--- config.mk ---
export PLATFORM = sky130hd
export DESIGN_NAME = decode_unit
export DESIGN_NICKNAME = d
export VERILOG_FILES = /design/src/rtl/decode_unit.sv
export SDC_FILE = /design/constraint.sdc
export NUM_CORES = 1
export LEC_CHECK = 0
export ABC_AREA = 1
export CORE_ASPECT_RATIO = 0.8
export CORE_MARGIN = 5
export CORE_UTILIZATION = 42
export CTS_CLUSTER_DIAMETER = 50
export DETAILED_ROUTE_END_ITERATION = 7
export PLACE_DENSITY = 0.8
export SYNTH_ARGS = -nofsm -noshare
export SYNTH_HDL_FRONTEND = slang
export SYNTH_SLANG_ARGS = --single-unit
--- constraint.sdc ---
create_clock -name clock -period 1.4 [get_ports clock]
set_input_delay 0.28 -clock clock [delete_from_list [all_inputs] [get_ports clock]]
set_output_delay 0.28 -clock clock [all_outputs]
set_load 0.02 [all_outputs]
--- src/rtl/decode_unit.sv ---
// Decode stage of the Risky core.
// Splits the fetched instruction into registered control and operand fields
// for execute. It also detects load-use hazards and the sticky HALT condition,
// and drives halt_or_stall back to fetch.
//
// Handshake with fetch: when halt_or_stall is high at a rising edge, fetch
// must present the same instruction again on the next cycle. When it is low,
// the instruction on instruction_in is consumed at that edge.
module decode_unit #(
    parameter int INSTRUCTION_SIZE = 16,
    parameter int REG_ADDR_SIZE    = 3,
    parameter int IMM_SIZE         = 8
) (
    input  logic                        clock,
    input  logic                        reset,
    input  logic [INSTRUCTION_SIZE-1:0] instruction_in,
    input  logic                        stall_in,
    output logic                        halt_or_stall,
    output logic                        halted,
    output logic [3:0]                  opcode_out,
    output logic [REG_ADDR_SIZE-1:0]    dest_out,
    output logic [REG_ADDR_SIZE-1:0]    src1_out,
    output logic [REG_ADDR_SIZE-1:0]    src2_out,
    output logic [IMM_SIZE-1:0]         imm_out,
    output logic                        reg_write_out,
    output logic                        mem_read_out,
    output logic                        mem_write_out
);

    localparam logic [3:0] OP_NOP   = 4'h0;
    localparam logic [3:0] OP_LOAD  = 4'h8;
    localparam logic [3:0] OP_STORE = 4'h9;
    localparam logic [3:0] OP_LOADC = 4'hA;
    localparam logic [3:0] OP_HALT  = 4'hF;

    typedef enum logic {
        ST_RUN    = 1'b0,
        ST_HALTED = 1'b1
    } state_t;

    state_t r_state;
    state_t w_state_next;

    // Raw instruction fields; always extracted, even when a class ignores them.
    logic [3:0]               w_opcode;
    logic [REG_ADDR_SIZE-1:0] w_dest;
    logic [REG_ADDR_SIZE-1:0] w_src1;
    logic [REG_ADDR_SIZE-1:0] w_src2;
    logic [IMM_SIZE-1:0]      w_imm;

    assign w_opcode = instruction_in[INSTRUCTION_SIZE-1 -: 4];
    assign w_dest   = instruction_in[11 -: REG_ADDR_SIZE];
    assign w_src1   = instruction_in[8 -: REG_ADDR_SIZE];
    assign w_src2   = instruction_in[5 -: REG_ADDR_SIZE];
    assign w_imm    = instruction_in[IMM_SIZE-1:0];

    // Per-class decode flags.
    logic w_reads_src1;
    logic w_reads_src2;
    logic w_reg_write;
    logic w_mem_read;
    logic w_mem_write;
    logic w_is_known;
    logic w_is_halt;

    // Registered stage outputs.
    logic [3:0]               r_opcode;
    logic [REG_ADDR_SIZE-1:0] r_dest;
    logic [REG_ADDR_SIZE-1:0] r_src1;
    logic [REG_ADDR_SIZE-1:0] r_src2;
    logic [IMM_SIZE-1:0]      r_imm;
    logic                     r_reg_write;
    logic                     r_mem_read;
    logic                     r_mem_write;

    logic w_hazard;
    logic w_load_fields;
    logic w_load_bubble;

    // Classify the opcode: which sources it reads and which side effects it has.
    always_comb begin
        w_reads_src1 = 1'b0;
        w_reads_src2 = 1'b0;
        w_reg_write  = 1'b0;
        w_mem_read   = 1'b0;
        w_mem_write  = 1'b0;
        w_is_known   = 1'b0;
        w_is_halt    = 1'b0;
        case (w_opcode)
            OP_NOP: begin
                w_is_known = 1'b1;
            end
            4'h1, 4'h2, 4'h3, 4'h4, 4'h5, 4'h6, 4'h7: begin
                w_is_known   = 1'b1;
                w_reads_src1 = 1'b1;
                w_reads_src2 = 1'b1;
                w_reg_write  = 1'b1;
            end
            OP_LOAD: begin
                w_is_known   = 1'b1;
                w_reads_src1 = 1'b1;
                w_reg_write  = 1'b1;
                w_mem_read   = 1'b1;
            end
            OP_STORE: begin
                w_is_known   = 1'b1;
                w_reads_src1 = 1'b1;
                w_reads_src2 = 1'b1;
                w_mem_write  = 1'b1;
            end
            OP_LOADC: begin
                w_is_known  = 1'b1;
                w_reg_write = 1'b1;
            end
            OP_HALT: begin
                w_is_halt = 1'b1;
            end
            default: begin
                // Reserved opcodes fall through as bubbles.
            end
        endcase
    end

    // Load-use hazard: a LOAD sits in the output registers and the incoming
    // instruction reads its destination through a source it actually uses.
    assign w_hazard = (r_state == ST_RUN) && r_mem_read &&
                      ((w_reads_src1 && (w_src1 == r_dest)) ||
                       (w_reads_src2 && (w_src2 == r_dest)));

    assign halted        = (r_state == ST_HALTED);
    assign halt_or_stall = halted | w_hazard | stall_in;

    // FSM state register.
    always_ff @(posedge clock or negedge reset) begin
        if (!reset) begin
            r_state <= ST_RUN;
        end else begin
            r_state <= w_state_next;
        end
    end

    // Next state and output-register load selection, in priority order.
    always_comb begin
        w_state_next  = r_state;
        w_load_fields = 1'b0;
        w_load_bubble = 1'b0;
        if (!stall_in) begin
            case (r_state)
                ST_HALTED: begin
                    w_load_bubble = 1'b1;
                end
                ST_RUN: begin
                    if (w_hazard) begin
                        w_load_bubble = 1'b1;
                    end else if (w_is_halt) begin
                        w_load_bubble = 1'b1;
                        w_state_next  = ST_HALTED;
                    end else if (w_is_known) begin
                        w_load_fields = 1'b1;
                    end else begin
                        w_load_bubble = 1'b1;
                    end
                end
                default: begin
                    w_state_next = ST_RUN;
                end
            endcase
        end
    end

    // Output registers: load decoded fields, load a bubble, or hold.
    always_ff @(posedge clock or negedge reset) begin
        if (!reset) begin
            r_opcode    <= '0;
            r_dest      <= '0;
            r_src1      <= '0;
            r_src2      <= '0;
            r_imm       <= '0;
            r_reg_write <= 1'b0;
            r_mem_read  <= 1'b0;
            r_mem_write <= 1'b0;
        end else if (w_load_fields) begin
            r_opcode    <= w_opcode;
            r_dest      <= w_dest;
            r_src1      <= w_src1;
            r_src2      <= w_src2;
            r_imm       <= w_imm;
            r_reg_write <= w_reg_write;
            r_mem_read  <= w_mem_read;
            r_mem_write <= w_mem_write;
        end else if (w_load_bubble) begin
            r_opcode    <= '0;
            r_dest      <= '0;
            r_src1      <= '0;
            r_src2      <= '0;
            r_imm       <= '0;
            r_reg_write <= 1'b0;
            r_mem_read  <= 1'b0;
            r_mem_write <= 1'b0;
        end
    end

    assign opcode_out    = r_opcode;
    assign dest_out      = r_dest;
    assign src1_out      = r_src1;
    assign src2_out      = r_src2;
    assign imm_out       = r_imm;
    assign reg_write_out = r_reg_write;
    assign mem_read_out  = r_mem_read;
    assign mem_write_out = r_mem_write;

endmodule

======== Yosys cells after proc, flatten, opt, wreduce, memory -nomap -nowiden ========
Cells that the tools add are included.
cells by class
  multiply operators ...................... 0
  reduce and logical (&&, ||, !) cells .... 11
  add/subtract/negate cells ............... 0
  multiplexer cells ....................... 32
  divide/modulo/power cells ............... 0
  shifts and indexed selects .............. 0
  $lt $le $gt $ge ......................... 0
  bitwise gates (word level) .............. 3
  equal/unequal tests ..................... 13
operator list
  operator                                                         number
  1-bit two-way mux                                                23
  9-bit OR reduction                                               2
  4-bit by 3-bit == test with 1-bit output, second input constant  4
  4-bit == test, second input constant                             4
  8-bit two-way mux                                                2
  3-bit two-way mux                                                4
  11-bit OR reduction                                              1
  4-bit by 2-bit == test with 1-bit output, second input constant  2
  4-bit two-way mux                                                2
  8-bit OR reduction                                               1
  3-bit == test                                                    2
  4-bit by 1-bit == test with 1-bit output, second input constant  1
  1-bit logical AND                                                4
  4-bit zero test                                                  1
  1-bit bitwise OR                                                 2
  1-bit case mux with 2 select lines                               1
  2-bit nonzero test                                               1
  1-bit logical OR                                                 1
  1-bit inverter                                                   1
storage, ports and cells
  memory bits (writable) .................. 0
  bits in read-only memories .............. 0
  memories kept ........................... 0
  input bits .............................. 19
  bits in registers ....................... 25
  output and inout port bits .............. 26
  latch bits .............................. 0
  word-level logic and storage cells ...... 68

======== Logic depth before layout (Yosys ltp) ========
  word-level depth ........................ 11
  depth in mapped cells ................... 11
  depth with buffers taken out ............ 10

======== Worst setup path after synthesis ========
OpenSTA, ideal clock, no wires.
  path type ............................... flip-flop to output port
  from .................................... reg r_dest[2], in the netlist dest_out[2]
  to ...................................... out halt_or_stall
  setup slack ............................. -0.081 ns
  buffers on the path ..................... 1
  stages on the path, launching flop included .. 10
  arrival time ............................ 1.201 ns
  data required time ...................... 1.120 ns
  path through ............................ dfrtp_1 -> inv_1 -> nand2_1 -> nand2_1 -> nor2_1 -> nand2_1 -> nand2_1 -> nand2_2 -> buf_6 -> nand2_1
on the way
  word-level cells in the longest chain between the ends .. 6
  elaborated cells between the ends (all ways) .. 8
  those cells by class .................... 2 x eq/ne; 2 x bitwise; 4 x reduce/logical
ends and longest elaborated chain
  element                                      line      source
  start, declared                              68        logic [REG_ADDR_SIZE-1:0] r_dest;
  start signal, assigned                       184       r_dest <= w_dest;
  3-bit == test, on equally long branches      127, 128
  1-bit logical AND, on equally long branches  127, 128
  1-bit logical OR (*)                         127       ((w_reads_src1 && (w_src1 == r_dest)) ||
  1-bit logical AND (*)                        126       assign w_hazard = (r_state == ST_RUN) && r_mem_read &&
  1-bit bitwise OR (*) (2 in series)           131       assign halt_or_stall = halted | w_hazard | stall_in;
  end, declared                                18        output logic halt_or_stall,
Mark *: on every way between the ends. The rest lies on a longest branch, timed or not.

======== Worst setup path after layout ========
  from .................................... reg r_dest[1], in the netlist dest_out[1]
  to ...................................... out halt_or_stall
The elaborated chain is that of the path after synthesis.

==> impl_metrics.env <==
export IMPL_p_sw_share_pct=25.2
export IMPL_avgSynthCellArea_sq_um=7.42
export IMPL_io_pins=45
export IMPL_fp_coreArea_sq_um=2500
export IMPL_synthCells=150
export IMPL_post_dp_cell_area_sq_um=1640
export IMPL_cts_hold_buf=0
export IMPL_port_buffers=44
export IMPL_antenna_found_initial=0
export IMPL_area_growth_synth_to_final_pct=46.5
export IMPL_grt_usage_pct=18.2
export IMPL_drtIter0Drc=59
export IMPL_fin_hold_ws_ns=0.301
export IMPL_p_int_mw=0.762
export IMPL_detail_route_wl_per_cell_um=12.9
export IMPL_p_leak_nw=0.986
export IMPL_yosysUniqueCellTypes=15
export IMPL_arrival_ns=1.36
export IMPL_p_seq_share_pct=56.7
export IMPL_fin_util_pct=65.2
export IMPL_synth_seq_cells=20
export IMPL_synth_top_area_share_pct=44.9
export IMPL_worstMarginPinSlew_ns=0.260
export IMPL_worstSetupPathType="register to output port"
export IMPL_ys_seq_area_share_pct=44.9
export IMPL_grt_pass1_vias=1235
export IMPL_finalCriticalPeriod_ns=1.64
export IMPL_die_area_sq_um=3790
export IMPL_max_freq_ghz=0.609
export IMPL_antennaDiodeCount=0
export IMPL_cp_data_required_time_ns=1.12
export IMPL_finClkSkew_ns=0.0134
export IMPL_die_x_um=67.6
export IMPL_initial_core_util_pct=44.5
export IMPL_power_density_nw_per_um2=624
export IMPL_rrSetupSlack_ns=0.04
export IMPL_cp_start_kind="register"
export IMPL_final_hold_viol_count=0
export IMPL_fin_ws_ns=-0.241
export IMPL_path_clk_slew_ns=0.12
export IMPL_cp_end_kind="output port"
export IMPL_worst_path_max_fanout=5
export IMPL_setup_viol=2
export IMPL_drive_above_1_share_pct=20.1
export IMPL_mostFrequentLayoutCell="nand2_1"
export IMPL_grt_remaining_overflow=0
export IMPL_synth_area_leaders="dfrtp_1, nand2_1, nand4_1"
export IMPL_p_total_mw=1.02
export IMPL_slew_violations=0
export IMPL_failed_checks="negative setup slack"
export IMPL_grt_max_degree=21
export IMPL_min_path_type="primary input to asynchronous set/reset pin"
export IMPL_grt_first_pass_wirelength_um=5420
export IMPL_netlist_area_sq_um=1110
export IMPL_cap_viol_max_count=0
export IMPL_yosysTopAreaCell="dfrtp_1"
export IMPL_clock_sinks=20
export IMPL_outcome="finished, violations left"
export IMPL_dpl_hpwl_um=2360
export IMPL_power_switching_mw=0.257
export IMPL_cts_buffer_depth=2
export IMPL_vias=1135
export IMPL_ir_drop_mv=0.539
export IMPL_syn_num_nets=169
export IMPL_rsz0062_at_grt="yes"
export IMPL_clkLatencyLatePin_ns=0.31
export IMPL_design_area_sq_um=1630
export IMPL_dp_cells=234
export IMPL_cts_root_buf="clkbuf_4"
export IMPL_ant_nets=0
export IMPL_htreeDepth=1
export IMPL_dieHeight_um=56.1
export IMPL_cts_tree="done"
export IMPL_combPwrFrac_pct=14.9
export IMPL_gp_congestion=0.953
export IMPL_drt_first_pass_iters=4
export IMPL_slew_headroom_pct=82.6
export IMPL_drc_errors=0
export IMPL_wl_um=3100
export IMPL_yosysWarningCount=0
export IMPL_viasPerCell=4.73
export IMPL_layout_common_cells="nand2_1, dlygate4sd2_1, nand4_1, buf_4, dfrtp_1"
export IMPL_nets=224
export IMPL_finalNonFillerCells=240
export IMPL_timing_final_crit_share_pct=117
export IMPL_cts_buffers=3
export IMPL_clkPwrFrac_pct=28.5
export IMPL_rows=16
## synthesized netlist by cell type, drive strengths merged
cell / instances
nand2: 68
dfrtp: 20
nand4: 20
inv: 14
buf: 12
nor2: 9
o21ai: 3
clkbuf: 2
nor3: 1
o21a: 1
## metrics by stage
| stage | worst slack (ns) | setup TNS [ns] |
|---|---|---|
| 3_3_place_gp | -0.785 | -6.45 |
| 6_report | -0.241 | -0.263 |
| 3_5_place_dp | -0.825 | -7.42 |
| 5_1_grt | -0.367 | -1.39 |
| 4_1_cts | -0.247 | -0.278 |
| 2_1_floorplan | 0.0370 | 0 |
## repair_timing
action                                  4_1_cts  5_1_grt
resized for setup                            55        5
pin swaps                                     8        2
endpoints found under the setup margin       45       24
buffers inserted                              2        0
gates cloned                                  0        0
## state kept, by name (all words and copies together) (netlist names)
name / flops
reg_write_out: 1
halted: 1
mem_write_out: 1
src2_out: 2
dest_out: 3
opcode_out: 4
imm_out: 4
mem_read_out: 1
src1_out: 3
## worst paths after layout
| path | endpoint | cells after the start | startpoint |
|---|---|---|---|
| max in group asynchronous | dest_out[0] | 2 | reset |
| min reg2reg | reg_write_out | 2 | reg_write_out |
| max | halt_or_stall | 10 | dest_out[1] |
| max reg2reg | imm_out[5] | 10 | dest_out[1] |
| min in group clock | src1_out[2] | 3 | instruction_in[8] |
| min | opcode_out[3] | 2 | reset |
## per-layer routing
layer	GRT usage (%)	part of all wire (%)	vias to the layer above
met5	0	0	-
met4	3.76	0.61	0
met3	7.07	8.4	2
met2	29.3	46	46
met1	22.7	45	509
li1	-	-	578
## power groups by stage
stage | logic (mW) | registers, mW | clock network, mW
2_1_floorplan | 0.0584 | 0.589 | 0
6_report | 0.151 | 0.577 | 0.290
4_1_cts | 0.151 | 0.577 | 0.303
3_3_place_gp | 0.157 | 0.589 | 0
5_1_grt | 0.169 | 0.578 | 0.337
3_5_place_dp | 0.160 | 0.589 | 0
## cell families (layout without fill, tap and decap cells)
logic type | Yosys count | count (layout) | share of synthesized area, %
simple gates | 98 | 98 | 37.9
flops | 20 | 20 | 44.9
buf+inv | 28 | 82 | 14.0
compound gates | 4 | 4 | 3.15
## cell type report
type,instances,area [sq um]
flip-flops and latches,20,504
multi-input cells,102,464
well taps,36,45.0
clock buffers,4,26.3
inverters,14,52.6
fillers,252,871
repair buffers,64,539
## worst max-delay path, stage by stage, from the launching register on
cell	delay [ns]
dfrtp_2	0.45
inv_2	0.06
nand2_1	0.04
nand2_1	0.05
nand2_1	0.04
inv_1	0.04
nand2_1	0.04
nand2_1	0.07
nand2_2	0.06
nand2_2	0.07
buf_6	0.12
(Power assumes the default switching activity.)
